==> src/rtl/riptide_pkg.sv <==
// Shared RipTide types: sequencer state encoding and the PE cfg word width.
// Pure declarations, no logic and no latency.
// Backpressure is not applicable; this file only defines types and constants.
package riptide_pkg;

  localparam int RIPTIDE_CFG_WIDTH = 32;

  typedef enum logic [2:0] {
    SEQ_IDLE,
    SEQ_CLEAR,
    SEQ_LOAD,
    SEQ_RUN,
    SEQ_FIN,
    SEQ_ABORT
  } seq_state_t;

endpackage

==> src/rtl/pe_array_seq_if.sv <==
// Host cfg word port: valid/ready handshake carrying one cfg word per beat.
// No latency of its own; this is a bundle of wires.
// The receiver throttles the host by holding host_ready low.
interface pe_array_seq_if #(
  parameter int CFG_WIDTH = riptide_pkg::RIPTIDE_CFG_WIDTH
);
  logic                 host_valid;
  logic [CFG_WIDTH-1:0] host_data;
  logic                 host_ready;

  modport master (output host_valid, output host_data, input host_ready);
  modport slave  (input host_valid, input host_data, output host_ready);
endinterface

==> src/rtl/pe_array_seq.sv <==
// Sequencer for a PE column: clear, stream cfg words into the daisy chain, run, report.
// start->ctrl_clear 1 cycle; host word->cfg_out same cycle; last done->run_done 1 cycle.
// host_ready is high only in LOAD; on stall cycles cfg_en and cfg_out stay 0.
// Optional watchdog: define RIPTIDE_SEQ_TIMEOUT_EN to bound RUN and flag err on expiry.
module pe_array_seq
  import riptide_pkg::*;
#(
  parameter int NUM_PE       = 16,
  parameter int CFG_WIDTH    = RIPTIDE_CFG_WIDTH,
  parameter int WORDS_PER_PE = 2,
  parameter int TMO_WIDTH    = 16
) (
  input  logic                 clk,
  input  logic                 rst_n,
  input  logic                 start,
  input  logic                 abort,
  input  logic [NUM_PE-1:0]    active_mask,
  pe_array_seq_if.slave        host,
  output logic                 cfg_en,
  output logic [CFG_WIDTH-1:0] cfg_out,
  output logic                 ctrl_clear,
  output logic                 ctrl_en,
  input  logic [NUM_PE-1:0]    ctrl_done,
  output logic                 busy,
  output logic                 run_done,
  output logic                 err
);

  localparam int TOTAL_WORDS = NUM_PE * WORDS_PER_PE;
  localparam int CNT_W       = (TOTAL_WORDS > 1) ? $clog2(TOTAL_WORDS) : 1;
  localparam logic [CNT_W-1:0] LAST_WORD = CNT_W'(TOTAL_WORDS - 1);

  seq_state_t          state, state_nxt;
  logic [CNT_W-1:0]    word_cnt;
  logic [NUM_PE-1:0]   mask_q;
  logic [NUM_PE-1:0]   done_sticky;
  logic [NUM_PE-1:0]   done_seen;
  logic                start_acc;
  logic                accept;
  logic                all_done;
  logic                tmo_exp;

  assign start_acc = (state == SEQ_IDLE) && start && !abort;
  assign done_seen = done_sticky | (ctrl_done & mask_q);
  assign all_done  = (done_seen == mask_q);
  assign busy      = (state != SEQ_IDLE);

`ifdef RIPTIDE_SEQ_TIMEOUT_EN
  localparam logic [TMO_WIDTH-1:0] TMO_LAST = {TMO_WIDTH{1'b1}} - 1'b1;
  logic [TMO_WIDTH-1:0] tmo_cnt;

  // Watchdog: counts RUN cycles; expires on the (2**TMO_WIDTH-1)th RUN cycle.
  assign tmo_exp = (state == SEQ_RUN) && (tmo_cnt == TMO_LAST);

  // Watchdog counter and sticky error flag, error cleared by the next accepted start.
  always_ff @(posedge clk or negedge rst_n) begin
    if (!rst_n) begin
      tmo_cnt <= '0;
      err     <= 1'b0;
    end else begin
      tmo_cnt <= (state == SEQ_RUN) ? tmo_cnt + 1'b1 : '0;
      if (start_acc)
        err <= 1'b0;
      else if (tmo_exp && !all_done)
        err <= 1'b1;
    end
  end
`else
  assign tmo_exp = 1'b0;
  assign err     = 1'b0;
`endif

  // State register.
  always_ff @(posedge clk or negedge rst_n) begin
    if (!rst_n) state <= SEQ_IDLE;
    else        state <= state_nxt;
  end

  // Next-state and output decode; abort overrides every non-IDLE transition.
  always_comb begin
    state_nxt       = state;
    ctrl_clear      = 1'b0;
    ctrl_en         = 1'b0;
    run_done        = 1'b0;
    host.host_ready = 1'b0;
    accept          = 1'b0;
    cfg_en          = 1'b0;
    cfg_out         = '0;
    case (state)
      SEQ_IDLE: begin
        if (start_acc) state_nxt = SEQ_CLEAR;
      end
      SEQ_CLEAR: begin
        ctrl_clear = 1'b1;
        state_nxt  = SEQ_LOAD;
      end
      SEQ_LOAD: begin
        host.host_ready = 1'b1;
        accept          = host.host_valid;
        cfg_en          = accept;
        cfg_out         = accept ? host.host_data : '0;
        if (accept && (word_cnt == LAST_WORD)) state_nxt = SEQ_RUN;
      end
      SEQ_RUN: begin
        ctrl_en = 1'b1;
        if (all_done)     state_nxt = SEQ_FIN;
        else if (tmo_exp) state_nxt = SEQ_ABORT;
      end
      SEQ_FIN: begin
        run_done  = 1'b1;
        state_nxt = SEQ_IDLE;
      end
      SEQ_ABORT: begin
        ctrl_clear = 1'b1;
        state_nxt  = SEQ_IDLE;
      end
      default: state_nxt = SEQ_IDLE;
    endcase
    if (abort && (state != SEQ_IDLE)) state_nxt = SEQ_ABORT;
  end

  // Word counter: advances per accepted word, restarts after the last word or on abort.
  always_ff @(posedge clk or negedge rst_n) begin
    if (!rst_n)
      word_cnt <= '0;
    else if (state_nxt == SEQ_ABORT || state == SEQ_IDLE)
      word_cnt <= '0;
    else if (accept)
      word_cnt <= (word_cnt == LAST_WORD) ? '0 : word_cnt + 1'b1;
  end

  // Completion tracking: mask captured on start, per-PE done accumulated during RUN.
  always_ff @(posedge clk or negedge rst_n) begin
    if (!rst_n) begin
      mask_q      <= '0;
      done_sticky <= '0;
    end else if (start_acc) begin
      mask_q      <= active_mask;
      done_sticky <= '0;
    end else if (state == SEQ_RUN) begin
      done_sticky <= done_seen;
    end
  end

endmodule

==> src/flat_wrapper.sv <==
// flat-port wrapper written by rule: the top's interface ports become plain ports
module pe_array_seq_flat import riptide_pkg::*;
#(
  parameter int NUM_PE       = 16,
  parameter int CFG_WIDTH    = RIPTIDE_CFG_WIDTH,
  parameter int WORDS_PER_PE = 2,
  parameter int TMO_WIDTH    = 16
)
  (clk, rst_n, start, abort, active_mask, cfg_en, cfg_out, ctrl_clear, ctrl_en, ctrl_done, busy, run_done, err, host_host_valid, host_host_data, host_host_ready);
  pe_array_seq_if #(.CFG_WIDTH(CFG_WIDTH)) host_i ();
  input  logic clk;
  input  logic rst_n;
  input  logic start;
  input  logic abort;
  input  logic [NUM_PE-1:0] active_mask;
  output logic cfg_en;
  output logic [CFG_WIDTH-1:0] cfg_out;
  output logic ctrl_clear;
  output logic ctrl_en;
  input  logic [NUM_PE-1:0] ctrl_done;
  output logic busy;
  output logic run_done;
  output logic err;
  input wire logic [$bits(host_i.host_valid)-1:0] host_host_valid;
  input wire logic [$bits(host_i.host_data)-1:0] host_host_data;
  output wire logic [$bits(host_i.host_ready)-1:0] host_host_ready;
  assign host_i.host_valid = host_host_valid;
  assign host_i.host_data = host_host_data;
  assign host_host_ready = host_i.host_ready;
  pe_array_seq #(.NUM_PE(NUM_PE), .CFG_WIDTH(CFG_WIDTH), .WORDS_PER_PE(WORDS_PER_PE), .TMO_WIDTH(TMO_WIDTH)) u_core (.clk(clk), .rst_n(rst_n), .start(start), .abort(abort), .active_mask(active_mask), .host(host_i), .cfg_en(cfg_en), .cfg_out(cfg_out), .ctrl_clear(ctrl_clear), .ctrl_en(ctrl_en), .ctrl_done(ctrl_done), .busy(busy), .run_done(run_done), .err(err));
endmodule
==> config.mk <==
export PLATFORM = sky130hd
export DESIGN_NAME = pe_array_seq_flat
export DESIGN_NICKNAME = d
export VERILOG_FILES = /design/src/rtl/riptide_pkg.sv /design/src/rtl/pe_array_seq_if.sv /design/src/rtl/pe_array_seq.sv /design/src/flat_wrapper.sv
export SDC_FILE = /design/constraint.sdc
export NUM_CORES = 1
export LEC_CHECK = 0
export ABC_AREA = 1
export CAP_MARGIN = 20
export CORE_UTILIZATION = 65
export CTS_CLUSTER_SIZE = 28
export DETAILED_ROUTE_END_ITERATION = 6
export DONT_BUFFER_PORTS = 1
export HOLD_SLACK_MARGIN = 0.02
export PLACE_DENSITY = 0.89
export SLEW_MARGIN = 20
export SYNTH_ARGS = -nofsm -noshare
export SYNTH_HDL_FRONTEND = slang
export SYNTH_SLANG_ARGS = --single-unit
==> constraint.sdc <==
create_clock -name clk -period 2.1 [get_ports clk]
set_input_delay 0 -clock clk [delete_from_list [all_inputs] [get_ports clk]]
set_output_delay 0 -clock clk [all_outputs]
set_load 0.02 [all_outputs]
# Yosys cells after proc, flatten, opt, wreduce, memory -nomap -nowiden
# Index checks and enable logic that the tools add are counted.
[totals] regBits=40 elab_cells=43 input_bits=69 out_inout_bits=39
[op_classes] bitwise_logic=2 n_mux=17 n_eq_ne=8 reduce_logical=11 add_sub_neg=1
[ops] operator="32-bit two-way mux" n=2
[ops] operator="16-bit two-way mux" n=2
[ops] operator="16-bit AND" n=1
[ops] operator="16-bit equality test" n=1
[ops] operator="16-bit OR" n=1
[ops] operator="5-bit two-way mux" n=3
[ops] operator="3-bit two-way mux" n=4
[ops] operator="3-bit one-hot mux with 4 select lines" n=1
[ops] operator="3-bit equality test (second input constant)" n=3
[ops] operator="3-bit by 2-bit equality test with 1-bit output (second input constant)" n=2
[ops] operator="5-bit by 1-bit adder with 5-bit output (second input constant)" n=1
[ops] operator="5-bit equality test (second input constant)" n=1
[ops] operator="1-bit two-way mux" n=5
[ops] operator="1-bit logical AND" n=4
[ops] operator="2-bit nonzero test" n=2
[ops] operator="3-bit by 1-bit equality test with 1-bit output (second input constant)" n=1
[ops] operator="3-bit zero test" n=1
[ops] operator="3-bit nonzero test" n=1
[ops] operator="2-bit OR reduction" n=1
[ops] operator="1-bit zero test" n=1
[ops] operator="1-bit logical OR" n=1

# Logic depth before layout (Yosys ltp)
[depth] ltp_word=9 mapped_depth=11

# Worst setup path before layout
# No wires, ideal clock.
[synth_path] kind="reg-to-output" from="reg u_core.state[2]" to="out cfg_out[10]" t_required_ns=2.100 setup_slack_ns=0.611 stages_incl_launch_ff=8 t_arrival_ns=1.489 path_cell_list="dfrtp_1 > inv_2 > nand2_1 > nor2_2 > nand2_1 > buf_4 > buf_6 > nor2_1"
[synth_via] elab_chain_len=2
[synth_rtl] item="start: declaration" line_no="pe_array_seq.sv:33" text="seq_state_t state, state_nxt;"
[synth_rtl] item="start signal: assignment" line_no="pe_array_seq.sv:76" text="else state <= state_nxt;"
[synth_rtl] item="3-bit by 2-bit equality test with 1-bit output" line_no="pe_array_seq.sv:89" text="case (state)"
[synth_rtl] item="32-bit two-way mux" line_no="pe_array_seq.sv:89"
[synth_rtl] item="end: declaration" line_no="flat_wrapper.sv:17" text="output logic [CFG_WIDTH-1:0] cfg_out;"
# No other way between the ends.

# Worst setup path after layout
[layout_path] from="reg u_core.state[2]" to="out cfg_out[31]"
# Same word-level chain as after synthesis.

==> metrics.csv <==
stage,metric,value,unit
worst_setup_path,startpoint types,flop,
finish,share of layout cells above drive strength 1,0.1253,
floorplan,Initial Utilization,0.6869,
sta,setup ws final,0.2396,ns
worst_setup_path,Critical Path AT,1.86,ns
clock_network,CTS max path bufs,2,
place,dpl hpwl,4.504,mm
routing,DR iter-0 viols,147,
hold_path,worst min-delay path class,primary input to flop,
finish,Area Overhead vs Synth,27.79,%
global_route,largest net degree at the start of global routing,42,
global_route,first-pass GRT wire length,11.81,mm
floorplan,die height,64.67,microns
sta,Max Slew Vio Count,0,
clock_network,hold buffers post-CTS,36,
sta,final setup fails,0,
synth,Async SR Flop Fraction,1.000,
routing,drt total wl,7.426,mm
worst_setup_path,Required @ worst endpoint,2.10,ns
sta,Worst Skew,0.006356,ns
power,PwrDens,1035,nW/um^2
synth,cell area after synthesis,2552,sq um
place,placed cell count,467,
routing,Wirelength per Cell,14.53,microns
power,worst vdd rail ir drop,0.001041,V
place,RePlAce Congestion,0.8215,
worst_setup_path,critical path capture point type,output port,
synth,mean post-synth cell area,6.495,sq um
global_route,met2 Track Usage GR,0.6921,
finish,fill count,194,
outcome,status,completed,
worst_setup_path,worst-path cell chain,inv_2 -> nand2_1 -> nor2_2 -> nand2_1 -> buf_4 -> nor2_1 -> buf_4,
routing,Avg Vias per Cell,5.429,
clock_network,Num CTS Buffers,5,
power,Clock Power Share,0.160,
synth,Syn Nets,464,
floorplan,width of the die,64.67,microns
global_route,initial antenna violation count,0,
worst_setup_path,"Slowest-stage cell, CP",dfrtp_1,
global_route,vias in the first global route,2664,
global_route,met1 usage,0.4088,
sta,Sum Neg Setup Slack,0,ns
synth,Synth area leaders,"dfrtp_1, nand2_1, inv_1, nor2_1, nand3_1",
synth,Yosys top cell area share,0.3922,
synth,"Distinct cells, synth",26,
floorplan,full die area,4182,sq um
worst_setup_path,"Max FO, Critical Path",16,
power,Pint,0.001862,W
sta,"Hold Vio Cnt, Final",0,
floorplan,row cnt,22,
finish,fin nets,533,
floorplan,core area,3716,sq um
sta,RSZ-0062 raised after global routing,no,
power,Tot Pwr,0.003377,W
sta,Worst-Margin Slew,0.6852,ns
synth,"Seq/Total Area, Yosys",0.3922,
clock_network,Worst-Skew Late Latency,0.30,ns
routing,TritonRoute pass-1 iters,5,
flow_run,Max Cap Viol,0,
global_route,GR Overflow Total,0,
power,P_leak,1.854,nW
sta,final hold slack,0.04579,ns
power,Comb power frac,0.427,
sta,Period minus WS final,1.860,ns
global_route,met3 Usage GRT,0.07394,
global_route,All-Layer GR Usage,0.3770,
clock_network,Max H-tree Level,2,
clock_network,postcts setup bufs,0,
clock_network,post-CTS sizing,0,
worst_setup_path,Crit Path Class,flop to output port,
clock_network,CTS Root Cell,clkbuf_8,
synth,YS warnings,0,
routing,Post-DRT Antenna Nets,0,
power,switching portion of total power,0.4488,
global_route,grt peak-use layer,met2,
synth,prevailing post-synth register cell,dfrtp_1,
synth,Post-Syn Instances,393,
synth,"EDFF count, synth",0,
sta,Final Cycle Share,0.8859,
finish,non-filler instance count after layout,511,
synth,"FF+latch count, synth",40,
worst_setup_path,"slowest stage delay, CP",0.44,ns
sta,Max Clock Freq,537.5,MHz
synth,most common cell in the netlist,nand2_1,
synth,Synth area leader,dfrtp_1,
clock_network,CTS sink cnt,40,
place,Port Buffers,0,
clock_network,"Clk pin slew, worst setup/hold paths",0.08,ns
routing,DR DRC count,0,
power,Switch Pwr,0.001516,W
power,sequential power share,0.413,
routing,Vias,2774,
place,post-place setup slack,0.3765,ns
synth,top post-synthesis cells by count,"nand2_1, inv_1, nor2_1, dfrtp_1, nand3_1",
finish,diodes inserted,0,
clock_network,CTS tree,built,
floorplan,I/O Pins,108,
sta,relative slew slack,0.5397,
area by class of cell:
class / instances / area (sq um) / area share
multi-input combinational: 265 / 1175 / 0.3602
sequential: 40 / 1001 / 0.3069
timing repair buffer: 72 / 640.6 / 0.1964
inverter: 78 / 292.8 / 0.08976
clock buffer: 6 / 82.58 / 0.02532
tap: 48 / 60.06 / 0.01841
clock inverter: 2 / 10.01 / 0.003069
metal layers:
layer | vias up | routed length, microns | part of all wire
met5 | - | 0 | 0
met4 | 0 | 237 | 0.032
met3 | 30 | 641 | 0.086
met2 | 155 | 3816 | 0.51
met1 | 1268 | 2731 | 0.37
li1 | 1321 | - | -
registers in the layout (all words and copies together), names as in the netlist:
signal	count
u_core.state	3
u_core.word_cnt	5
u_core.done_sticky	16
u_core.mask_q	16
stage by stage:
stage,util,area (sq um)
3_3_place_gp,0.7532,2799
6_report,0.8778,3262
2_1_floorplan,-,2552
5_1_grt,0.8778,3262
4_1_cts,0.8778,3262
3_5_place_dp,0.7532,2799
critical path, delay by kind of cell, from the launching register on:
family,cells,cell delay [ns]
buf+inv,3,0.56
flops,1,0.44
simple gates,4,0.56
power by group through the flow:
stage | clock network, W | logic [W] | registers (W)
3_3_place_gp | 0 | 0.00119 | 0.00134
3_5_place_dp | 0 | 0.00125 | 0.00137
2_1_floorplan | 0 | 0.00103 | 0.00130
5_1_grt | 0.000566 | 0.00160 | 0.00143
4_1_cts | 0.000535 | 0.00134 | 0.00136
6_report | 0.000540 | 0.00144 | 0.00139
placed cells by master (no fill, tap or decap), types with 2 or more instances in the layout:
| cell type | instances |
|---|---|
| o21ai_0 | 17 |
| nor2_1 | 51 |
| nor3_1 | 2 |
| nand2_1 | 122 |
| inv_1 | 76 |
| buf_4 | 36 |
| clkinv_2 | 2 |
| ha_1 | 2 |
| nor2_2 | 2 |
| dlygate4sd3_1 | 35 |
| nand3b_1 | 3 |
| nand4_1 | 2 |
| dfrtp_1 | 40 |
| inv_2 | 2 |
| a21oi_1 | 16 |
| o21ai_1 | 3 |
| nand3_1 | 32 |
| or2_2 | 5 |
| clkbuf_8 | 6 |
logic make-up after synthesis:
group                    after synthesis  share of synthesized area
other                                  1                   0.001469
buffers and inverters                 88                     0.1475
XOR/XNOR                               1                   0.003432
AO/OA/AOI/OAI                         39                    0.07990
adder cells (fa/ha/maj)                2                   0.009802
AND/OR/NAND/NOR                      222                     0.3657
flip-flops                            40                     0.3922
path summary, 6_finish.rpt:
check / startpoint / end / slack, ns / cells past startpoint
hold / removal: abort / u_core.mask_q[1] / 0.05 / 4
hold reg to reg: u_core.word_cnt[4] / u_core.word_cnt[4] / 0.52 / 2
min in group asynchronous: rst_n / u_core.done_sticky[4] / 0.17 / 2
max in group asynchronous: rst_n / u_core.mask_q[0] / 1.74 / 2
setup / recovery: u_core.state[2] / cfg_out[31] / 0.24 / 7
setup reg to reg: u_core.state[1] / u_core.mask_q[5] / 0.27 / 5
No activity file was read; power rests on OpenSTA's default activity.
